## config.mk

```make
export PLATFORM = sky130hd
export DESIGN_NAME = mc_ctrl_flat
export DESIGN_NICKNAME = d
export VERILOG_FILES = /design/src/rtl/mc_ctrl_pkg.sv /design/src/rtl/mc_ctrl_if.sv /design/src/rtl/mc_ctrl_decode.sv /design/src/rtl/mc_ctrl.sv /design/src/flat_wrapper.sv
export SDC_FILE = /design/constraint.sdc
export NUM_CORES = 1
export LEC_CHECK = 0
export BUFFER_PORTS_ARGS = -buffer_cell sky130_fd_sc_hd__buf_2
export CORE_MARGIN = 2
export CORE_UTILIZATION = 44
export DETAILED_ROUTE_END_ITERATION = 12
export PLACE_DENSITY_LB_ADDON = 0.3
export SYNTH_ARGS = -nofsm -noshare
export SYNTH_HDL_FRONTEND = slang
export SYNTH_SLANG_ARGS = --single-unit
```

## constraint.sdc

```tcl
create_clock -name clk -period 3.1 [get_ports clk]
set_clock_uncertainty 0.05 [all_clocks]
set_input_delay 0.775 -clock clk [delete_from_list [all_inputs] [get_ports clk]]
set_output_delay 0.775 -clock clk [all_outputs]
set_load 0.02 [all_outputs]
```

## src/rtl/mc_ctrl_pkg.sv

```systemverilog
// Shared constants for the multi-cycle MIPS controller: opcode/funct values,
// datapath select codes, state encoding and the instruction-class record.
package mips_ctrl_pkg;

    localparam logic [5:0] OP_RTYPE = 6'h00;
    localparam logic [5:0] OP_J     = 6'h02;
    localparam logic [5:0] OP_JAL   = 6'h03;
    localparam logic [5:0] OP_BEQ   = 6'h04;
    localparam logic [5:0] OP_ADDIU = 6'h09;
    localparam logic [5:0] OP_ORI   = 6'h0D;
    localparam logic [5:0] OP_LUI   = 6'h0F;
    localparam logic [5:0] OP_LW    = 6'h23;
    localparam logic [5:0] OP_SW    = 6'h2B;

    localparam logic [5:0] FN_JR    = 6'h08;
    localparam logic [5:0] FN_ADDU  = 6'h21;
    localparam logic [5:0] FN_SUBU  = 6'h23;

    localparam logic [2:0] ALU_ADD  = 3'd0;
    localparam logic [2:0] ALU_SUB  = 3'd1;
    localparam logic [2:0] ALU_OR   = 3'd2;

    localparam logic [1:0] EOP_ZERO = 2'd0;
    localparam logic [1:0] EOP_SIGN = 2'd1;
    localparam logic [1:0] EOP_LUI  = 2'd2;
    localparam logic [1:0] EOP_SHL2 = 2'd3;

    localparam logic [1:0] NPC_PC4  = 2'd0;
    localparam logic [1:0] NPC_BR   = 2'd1;
    localparam logic [1:0] NPC_J    = 2'd2;
    localparam logic [1:0] NPC_RS   = 2'd3;

    localparam logic [1:0] RD_RT    = 2'd0;
    localparam logic [1:0] RD_RD    = 2'd1;
    localparam logic [1:0] RD_RA    = 2'd2;

    localparam logic [1:0] WD_ALU   = 2'd0;
    localparam logic [1:0] WD_DM    = 2'd1;
    localparam logic [1:0] WD_PC4   = 2'd2;

    typedef enum logic [2:0] {
        S_FETCH  = 3'd0,
        S_DECODE = 3'd1,
        S_EXE    = 3'd2,
        S_MEM    = 3'd3,
        S_WB     = 3'd4
    } state_t;

    // One-hot instruction class; all-zero means unsupported.
    typedef struct packed {
        logic addu;
        logic subu;
        logic jr;
        logic ori;
        logic addiu;
        logic lui;
        logic lw;
        logic sw;
        logic beq;
        logic j;
        logic jal;
    } iclass_t;

endpackage

```

## src/rtl/mc_ctrl_if.sv

```systemverilog
// Controller <-> datapath bundle. The controller is the master: it reads the
// IR fields, ALU zero and memory ready, and drives every select/enable.
interface mc_ctrl_if #(
    parameter int ALUOP_W = 3,
    parameter int NPCOP_W = 2
);
    logic [5:0]         op;
    logic [5:0]         funct;
    logic               zero;
    logic               dm_ready;

    logic               pc_wr;
    logic [NPCOP_W-1:0] npc_op;
    logic               ir_wr;
    logic               rf_wr;
    logic [1:0]         reg_dst;
    logic [1:0]         wd_sel;
    logic               alu_src;
    logic [ALUOP_W-1:0] alu_op;
    logic [1:0]         eop;
    logic               dm_rd;
    logic               dm_wr;
    logic               instr_done;
    logic               illegal;

    modport master (
        input  op, funct, zero, dm_ready,
        output pc_wr, npc_op, ir_wr, rf_wr, reg_dst, wd_sel, alu_src,
               alu_op, eop, dm_rd, dm_wr, instr_done, illegal
    );

    modport slave (
        output op, funct, zero, dm_ready,
        input  pc_wr, npc_op, ir_wr, rf_wr, reg_dst, wd_sel, alu_src,
               alu_op, eop, dm_rd, dm_wr, instr_done, illegal
    );
endinterface

```

## src/rtl/mc_ctrl_decode.sv

```systemverilog
// Combinational op/funct classifier: one-hot instruction class plus illegal.
module mc_ctrl_decode
    import mips_ctrl_pkg::*;
(
    input  logic [5:0] i_op,
    input  logic [5:0] i_funct,
    output iclass_t    o_class,
    output logic       o_illegal
);
    iclass_t w_class;

    // Map opcode (and funct for R-type) onto exactly one class bit.
    always_comb begin
        w_class = '0;
        case (i_op)
            OP_RTYPE: begin
                case (i_funct)
                    FN_ADDU: w_class.addu = 1'b1;
                    FN_SUBU: w_class.subu = 1'b1;
                    FN_JR:   w_class.jr   = 1'b1;
                    default: ;
                endcase
            end
            OP_ORI:   w_class.ori   = 1'b1;
            OP_ADDIU: w_class.addiu = 1'b1;
            OP_LUI:   w_class.lui   = 1'b1;
            OP_LW:    w_class.lw    = 1'b1;
            OP_SW:    w_class.sw    = 1'b1;
            OP_BEQ:   w_class.beq   = 1'b1;
            OP_J:     w_class.j     = 1'b1;
            OP_JAL:   w_class.jal   = 1'b1;
            default:  ;
        endcase
    end

    assign o_class   = w_class;
    assign o_illegal = (w_class == '0);
endmodule

```

## src/rtl/mc_ctrl.sv

```systemverilog
// Multi-cycle MIPS control FSM: FETCH/DECODE/EXE/MEM/WB sequencing with
// combinational outputs from state, class and zero; all outputs forced to 0
// while reset is high so no write can slip out during an abort.
module mc_ctrl
    import mips_ctrl_pkg::*;
#(
    parameter int ALUOP_W = 3,
    parameter int NPCOP_W = 2
) (
    input  logic          clk,
    input  logic          reset,
    mc_ctrl_if.master     bus
);
    state_t  r_state;
    state_t  w_next;
    iclass_t w_cls;
    logic    w_ill;

    logic       w_pc_wr, w_ir_wr, w_rf_wr, w_alu_src, w_dm_rd, w_dm_wr;
    logic       w_instr_done, w_illegal;
    logic [1:0] w_npc_op, w_reg_dst, w_wd_sel, w_eop;
    logic [2:0] w_alu_op;
    // Per-class ALU/extender settings, shared by EXE, MEM and WB so the
    // datapath result is held steady until it is written.
    logic       w_x_src;
    logic [2:0] w_x_op;
    logic [1:0] w_x_eop;

    mc_ctrl_decode u_decode (
        .i_op      (bus.op),
        .i_funct   (bus.funct),
        .o_class   (w_cls),
        .o_illegal (w_ill)
    );

    // State register; reset aborts the current instruction immediately.
    always_ff @(posedge clk or posedge reset) begin
        if (reset) r_state <= S_FETCH;
        else       r_state <= w_next;
    end

    // Next-state selection; unused codes fall back to FETCH.
    always_comb begin
        w_next = S_FETCH;
        case (r_state)
            S_FETCH:  w_next = S_DECODE;
            S_DECODE: w_next = (w_ill || w_cls.j || w_cls.jal || w_cls.jr) ? S_FETCH : S_EXE;
            S_EXE: begin
                if (w_cls.lw || w_cls.sw) w_next = S_MEM;
                else if (w_cls.beq)       w_next = S_FETCH;
                else                      w_next = S_WB;
            end
            S_MEM: begin
                if (!bus.dm_ready)  w_next = S_MEM;
                else if (w_cls.lw)  w_next = S_WB;
                else                w_next = S_FETCH;
            end
            default:  w_next = S_FETCH;
        endcase
    end

    // ALU source, operation and extender mode per instruction class.
    always_comb begin
        w_x_src = 1'b0;
        w_x_op  = ALU_ADD;
        w_x_eop = EOP_ZERO;
        if (w_cls.subu) w_x_op = ALU_SUB;
        if (w_cls.ori) begin
            w_x_src = 1'b1;
            w_x_op  = ALU_OR;
        end
        if (w_cls.addiu || w_cls.lw || w_cls.sw) begin
            w_x_src = 1'b1;
            w_x_eop = EOP_SIGN;
        end
        if (w_cls.lui) begin
            w_x_src = 1'b1;
            w_x_eop = EOP_LUI;
        end
        if (w_cls.beq) begin
            w_x_op  = ALU_SUB;
            w_x_eop = EOP_SHL2;
        end
    end

    // Datapath controls for the current state.
    always_comb begin
        w_pc_wr      = 1'b0;
        w_npc_op     = NPC_PC4;
        w_ir_wr      = 1'b0;
        w_rf_wr      = 1'b0;
        w_reg_dst    = RD_RT;
        w_wd_sel     = WD_ALU;
        w_alu_src    = 1'b0;
        w_alu_op     = ALU_ADD;
        w_eop        = EOP_ZERO;
        w_dm_rd      = 1'b0;
        w_dm_wr      = 1'b0;
        w_instr_done = 1'b0;
        w_illegal    = 1'b0;
        case (r_state)
            S_FETCH: begin
                w_ir_wr = 1'b1;
                w_pc_wr = 1'b1;
            end
            S_DECODE: begin
                w_eop     = EOP_SHL2;
                w_illegal = w_ill;
                if (w_cls.j || w_cls.jal) begin
                    w_pc_wr      = 1'b1;
                    w_npc_op     = NPC_J;
                    w_instr_done = 1'b1;
                end
                if (w_cls.jal) begin
                    w_rf_wr   = 1'b1;
                    w_reg_dst = RD_RA;
                    w_wd_sel  = WD_PC4;
                end
                if (w_cls.jr) begin
                    w_pc_wr      = 1'b1;
                    w_npc_op     = NPC_RS;
                    w_instr_done = 1'b1;
                end
            end
            S_EXE: begin
                w_alu_src = w_x_src;
                w_alu_op  = w_x_op;
                w_eop     = w_x_eop;
                if (w_cls.beq) begin
                    w_npc_op     = NPC_BR;
                    w_pc_wr      = bus.zero;
                    w_instr_done = 1'b1;
                end
            end
            S_MEM: begin
                if (w_cls.lw || w_cls.sw) begin
                    w_alu_src = w_x_src;
                    w_alu_op  = w_x_op;
                    w_eop     = w_x_eop;
                end
                w_dm_rd      = w_cls.lw;
                w_dm_wr      = w_cls.sw;
                w_instr_done = w_cls.sw && bus.dm_ready;
            end
            S_WB: begin
                w_alu_src    = w_x_src;
                w_alu_op     = w_x_op;
                w_eop        = w_x_eop;
                w_rf_wr      = 1'b1;
                w_instr_done = 1'b1;
                w_reg_dst    = (w_cls.addu || w_cls.subu) ? RD_RD : RD_RT;
                w_wd_sel     = w_cls.lw ? WD_DM : WD_ALU;
            end
            default: ;
        endcase
    end

    assign bus.pc_wr      = reset ? 1'b0 : w_pc_wr;
    assign bus.npc_op     = reset ? '0   : NPCOP_W'(w_npc_op);
    assign bus.ir_wr      = reset ? 1'b0 : w_ir_wr;
    assign bus.rf_wr      = reset ? 1'b0 : w_rf_wr;
    assign bus.reg_dst    = reset ? 2'd0 : w_reg_dst;
    assign bus.wd_sel     = reset ? 2'd0 : w_wd_sel;
    assign bus.alu_src    = reset ? 1'b0 : w_alu_src;
    assign bus.alu_op     = reset ? '0   : ALUOP_W'(w_alu_op);
    assign bus.eop        = reset ? 2'd0 : w_eop;
    assign bus.dm_rd      = reset ? 1'b0 : w_dm_rd;
    assign bus.dm_wr      = reset ? 1'b0 : w_dm_wr;
    assign bus.instr_done = reset ? 1'b0 : w_instr_done;
    assign bus.illegal    = reset ? 1'b0 : w_illegal;
endmodule
```

## src/flat_wrapper.sv

```systemverilog
// flat-port wrapper written by rule: the top's interface ports become plain ports
module mc_ctrl_flat import mips_ctrl_pkg::*;
#(
    parameter int ALUOP_W = 3,
    parameter int NPCOP_W = 2
)
  (clk, reset, bus_op, bus_funct, bus_zero, bus_dm_ready, bus_pc_wr, bus_npc_op, bus_ir_wr, bus_rf_wr, bus_reg_dst, bus_wd_sel, bus_alu_src, bus_alu_op, bus_eop, bus_dm_rd, bus_dm_wr, bus_instr_done, bus_illegal);
  mc_ctrl_if #(.ALUOP_W(ALUOP_W), .NPCOP_W(NPCOP_W)) bus_i ();
  input  logic clk;
  input  logic reset;
  input wire logic [$bits(bus_i.op)-1:0] bus_op;
  input wire logic [$bits(bus_i.funct)-1:0] bus_funct;
  input wire logic [$bits(bus_i.zero)-1:0] bus_zero;
  input wire logic [$bits(bus_i.dm_ready)-1:0] bus_dm_ready;
  output wire logic [$bits(bus_i.pc_wr)-1:0] bus_pc_wr;
  output wire logic [$bits(bus_i.npc_op)-1:0] bus_npc_op;
  output wire logic [$bits(bus_i.ir_wr)-1:0] bus_ir_wr;
  output wire logic [$bits(bus_i.rf_wr)-1:0] bus_rf_wr;
  output wire logic [$bits(bus_i.reg_dst)-1:0] bus_reg_dst;
  output wire logic [$bits(bus_i.wd_sel)-1:0] bus_wd_sel;
  output wire logic [$bits(bus_i.alu_src)-1:0] bus_alu_src;
  output wire logic [$bits(bus_i.alu_op)-1:0] bus_alu_op;
  output wire logic [$bits(bus_i.eop)-1:0] bus_eop;
  output wire logic [$bits(bus_i.dm_rd)-1:0] bus_dm_rd;
  output wire logic [$bits(bus_i.dm_wr)-1:0] bus_dm_wr;
  output wire logic [$bits(bus_i.instr_done)-1:0] bus_instr_done;
  output wire logic [$bits(bus_i.illegal)-1:0] bus_illegal;
  assign bus_i.op = bus_op;
  assign bus_i.funct = bus_funct;
  assign bus_i.zero = bus_zero;
  assign bus_i.dm_ready = bus_dm_ready;
  assign bus_pc_wr = bus_i.pc_wr;
  assign bus_npc_op = bus_i.npc_op;
  assign bus_ir_wr = bus_i.ir_wr;
  assign bus_rf_wr = bus_i.rf_wr;
  assign bus_reg_dst = bus_i.reg_dst;
  assign bus_wd_sel = bus_i.wd_sel;
  assign bus_alu_src = bus_i.alu_src;
  assign bus_alu_op = bus_i.alu_op;
  assign bus_eop = bus_i.eop;
  assign bus_dm_rd = bus_i.dm_rd;
  assign bus_dm_wr = bus_i.dm_wr;
  assign bus_instr_done = bus_i.instr_done;
  assign bus_illegal = bus_i.illegal;
  mc_ctrl #(.ALUOP_W(ALUOP_W), .NPCOP_W(NPCOP_W)) u_core (.clk(clk), .reset(reset), .bus(bus_i));
endmodule
```

==> impl_metrics.toml <==
[synth]
synth_edf_count = 0
netlist_top_cells_count = "nor2_1 (10), nor3_1 (8), inv_1 (7)"
syn_area_sq_um = 671
yosys-top-cells-area = "dfrtp_1 (11%), nor4_4 (6.3%), nor3_1 (6.0%), nor2_1 (5.6%), nand3b_1 (4.5%)"
synth.most_common_cell = "nor2_1"
synth_area_per_cell_sq_um = 7.06
synthArstFlopShare = 1.00
syn_inst = 95
synth.distinct_cells = 41
synth-seq-cells = 3
synth_nets = 111
yosysTopAreaCellShare = 0.112
synth_flop_cell = "dfrtp_1"
ys_seq_area_frac = 0.112
synth_top_area_cell = "dfrtp_1"
ys.warnings.count = 0

[grt]
track_usage = 0.236
grt_antenna_before_repair = 0
grt_start_max_net_pins = 18
grt_pass1_wl_mm = 3.46
grt_pass1_vias = 797
overflow = 0

[sta]
finalCritPeriodShare = 0.970
setup_ws_ns = 0.0944
setup_viol = 0
finalWorstPathRequiredPeriod_ns = 3.01
hold_slack_ns = 0.527
grt_setup_unrepaired = "yes"
slew_violations = 0
fin_tns_setup_ns = 0
hold_violations = 0
fmax_mhz = 333

[finish]
largest_reg_flops = 3
fin_cells = 149
num_antenna_cells = 0
reg_top3 = "u_core.r_state (3)"
syn_to_final_growth_pct = 38.6
fillers = 146
largest_register = "u_core.r_state"
fin_nets = 150
drive_gt1_frac = 0.406
stdcell_area_sq_um = 930
post-route-util = 0.632

[route]
antenna_left = 0
wire_per_inst_um = 13.6
dr.pass1.iters = 4
num_vias = 884
drt-total-wl_mm = 2.02
drc = 0
via_per_inst = 5.93
drt_iter0_markers = 29

[floorplanning]
die_y_um = 43.0
core_sq_mm = 0.00147
num_rows = 14
chipWidth_um = 43.0
pin_count = 35
start_util = 0.456
die_area_sq_mm = 0.00185

[setup_path]
cp_data_arrival_time_ns = 2.18
reg2reg_depth = 4
crit_buf_inv = 2
crit_path_top_delay_cell = "or4b_4"
crit_path_start_kind = "input pin"
worstPathCellList = "buf_6 -> or4b_4 -> nor4_4 -> a22oi_1 -> nor3_1 -> buf_2"
worstPathRequired_ns = 2.27
crit_family = "simple AND/OR/NAND/NOR gates"
max_stage_delay_ns = 0.54
end_kind = "output port"
r2r-end = "u_core.r_state[1]$_DFF_PP0_"
r2r_start = "u_core.r_state[1]$_DFF_PP0_"
r2r_slack_ns = 1.49
crit_fanout = 3
crit_type = "in -> out"

[placed_design]
port_buffers = 33
dp_cells = 145
place_congestion = 0.860
dp_hpwl_mm = 1.57
dpl_cell_area_sq_um = 875
place_ws_ns = -0.0207

[clock_network]
cts_setup_buffers = 0
cts_root_buffer = "clkbuf_4"
cts_sinks = 3
cts_hold_buf = 0
cts_buffer_depth = 2
tritoncts = "yes"
htreeDepth = 1
clk_latency_ns = 0.24
clk_pin_slew_worst_paths_ns = 0.04
cts_made_buffers = 3

[power]
vdd_drop_max_uv = 312
power_density_mw_per_mm2 = 391
power.leakage_nw = 0.403
power_uw = 363

[min_path]
min-delay-path-class = "in -> async"

[flow_run]
drv_cap = 0

[run_status]
status = "completed"
[metal layers]
layer | vias to the layer above | GRT usage | wire length [um]
met4 | 0 | 0.0303 | 10
met5 | - | 0 | 0
met3 | 2 | 0.0511 | 127
met1 | 410 | 0.338 | 921
li1 | 439 | - | -
met2 | 33 | 0.373 | 964
[worst reg2reg max path: stages, from the launching register on]
cell	delay [ns]
dfrtp_1	0.62
inv_1	0.24
nor2_1	0.17
a22oi_1	0.10
a311oi_1	0.31
[cell usage in the layout (no fill, tap or decap), types with 4 or more instances in the layout]
cell      netlist  final
a31oi_1         4      4
buf_2           0     31
buf_4           2      9
inv_1           7      7
nand2_1         5      5
nand3b_1        4      4
nor2_1         10      9
nor3_1          8      8
nor4_1          4      4
[final cells by class]
class / count / area [sq um] / share of cell area
multi-input combinational: 78 / 548 / 0.590
sequential: 3 / 75.1 / 0.0808
inverter: 7 / 26.3 / 0.0283
tap: 16 / 20.0 / 0.0215
clock buffer: 4 / 26.3 / 0.0283
timing repair buffer: 41 / 234 / 0.252
[how the worst max path moves through the flow]
stage	start	endpoint	slack (ns)	depth (start not counted)
6_report	bus_funct[5]	bus_npc_op[0]	0.09	6
5_1_grt	bus_funct[1]	bus_npc_op[0]	0.001	6
4_1_cts	bus_op[5]	bus_eop[0]	0.02	6
3_5_place_dp	bus_funct[0]	bus_instr_done	-0.02	6
3_3_place_gp	bus_funct[0]	bus_instr_done	0.01	6
2_1_floorplan	bus_funct[0]	bus_npc_op[0]	0.05	4
[kinds of logic after synthesis]
kind of cell,share of synthesized area
simple gates,0.530
compound gates,0.252
buf+inv,0.101
flops,0.112
other cells,0.00559
[power breakdown]
part	switching (mW)	leakage, nW	internal [mW]
Sequential	0.0415	0.0393	0.0495
Clock	0.0217	0.0150	0.0483
Combinational	0.117	0.349	0.0856
[what timing repair did]
| action | CTS | global route |
|---|---|---|
| gates resized for setup | 1 | 5 |
| endpoints found under the setup margin | 2 | 5 |
| pin swaps | 0 | 4 |
| endpoints found under the hold margin | 0 | 0 |
(Power assumes the default switching activity.)
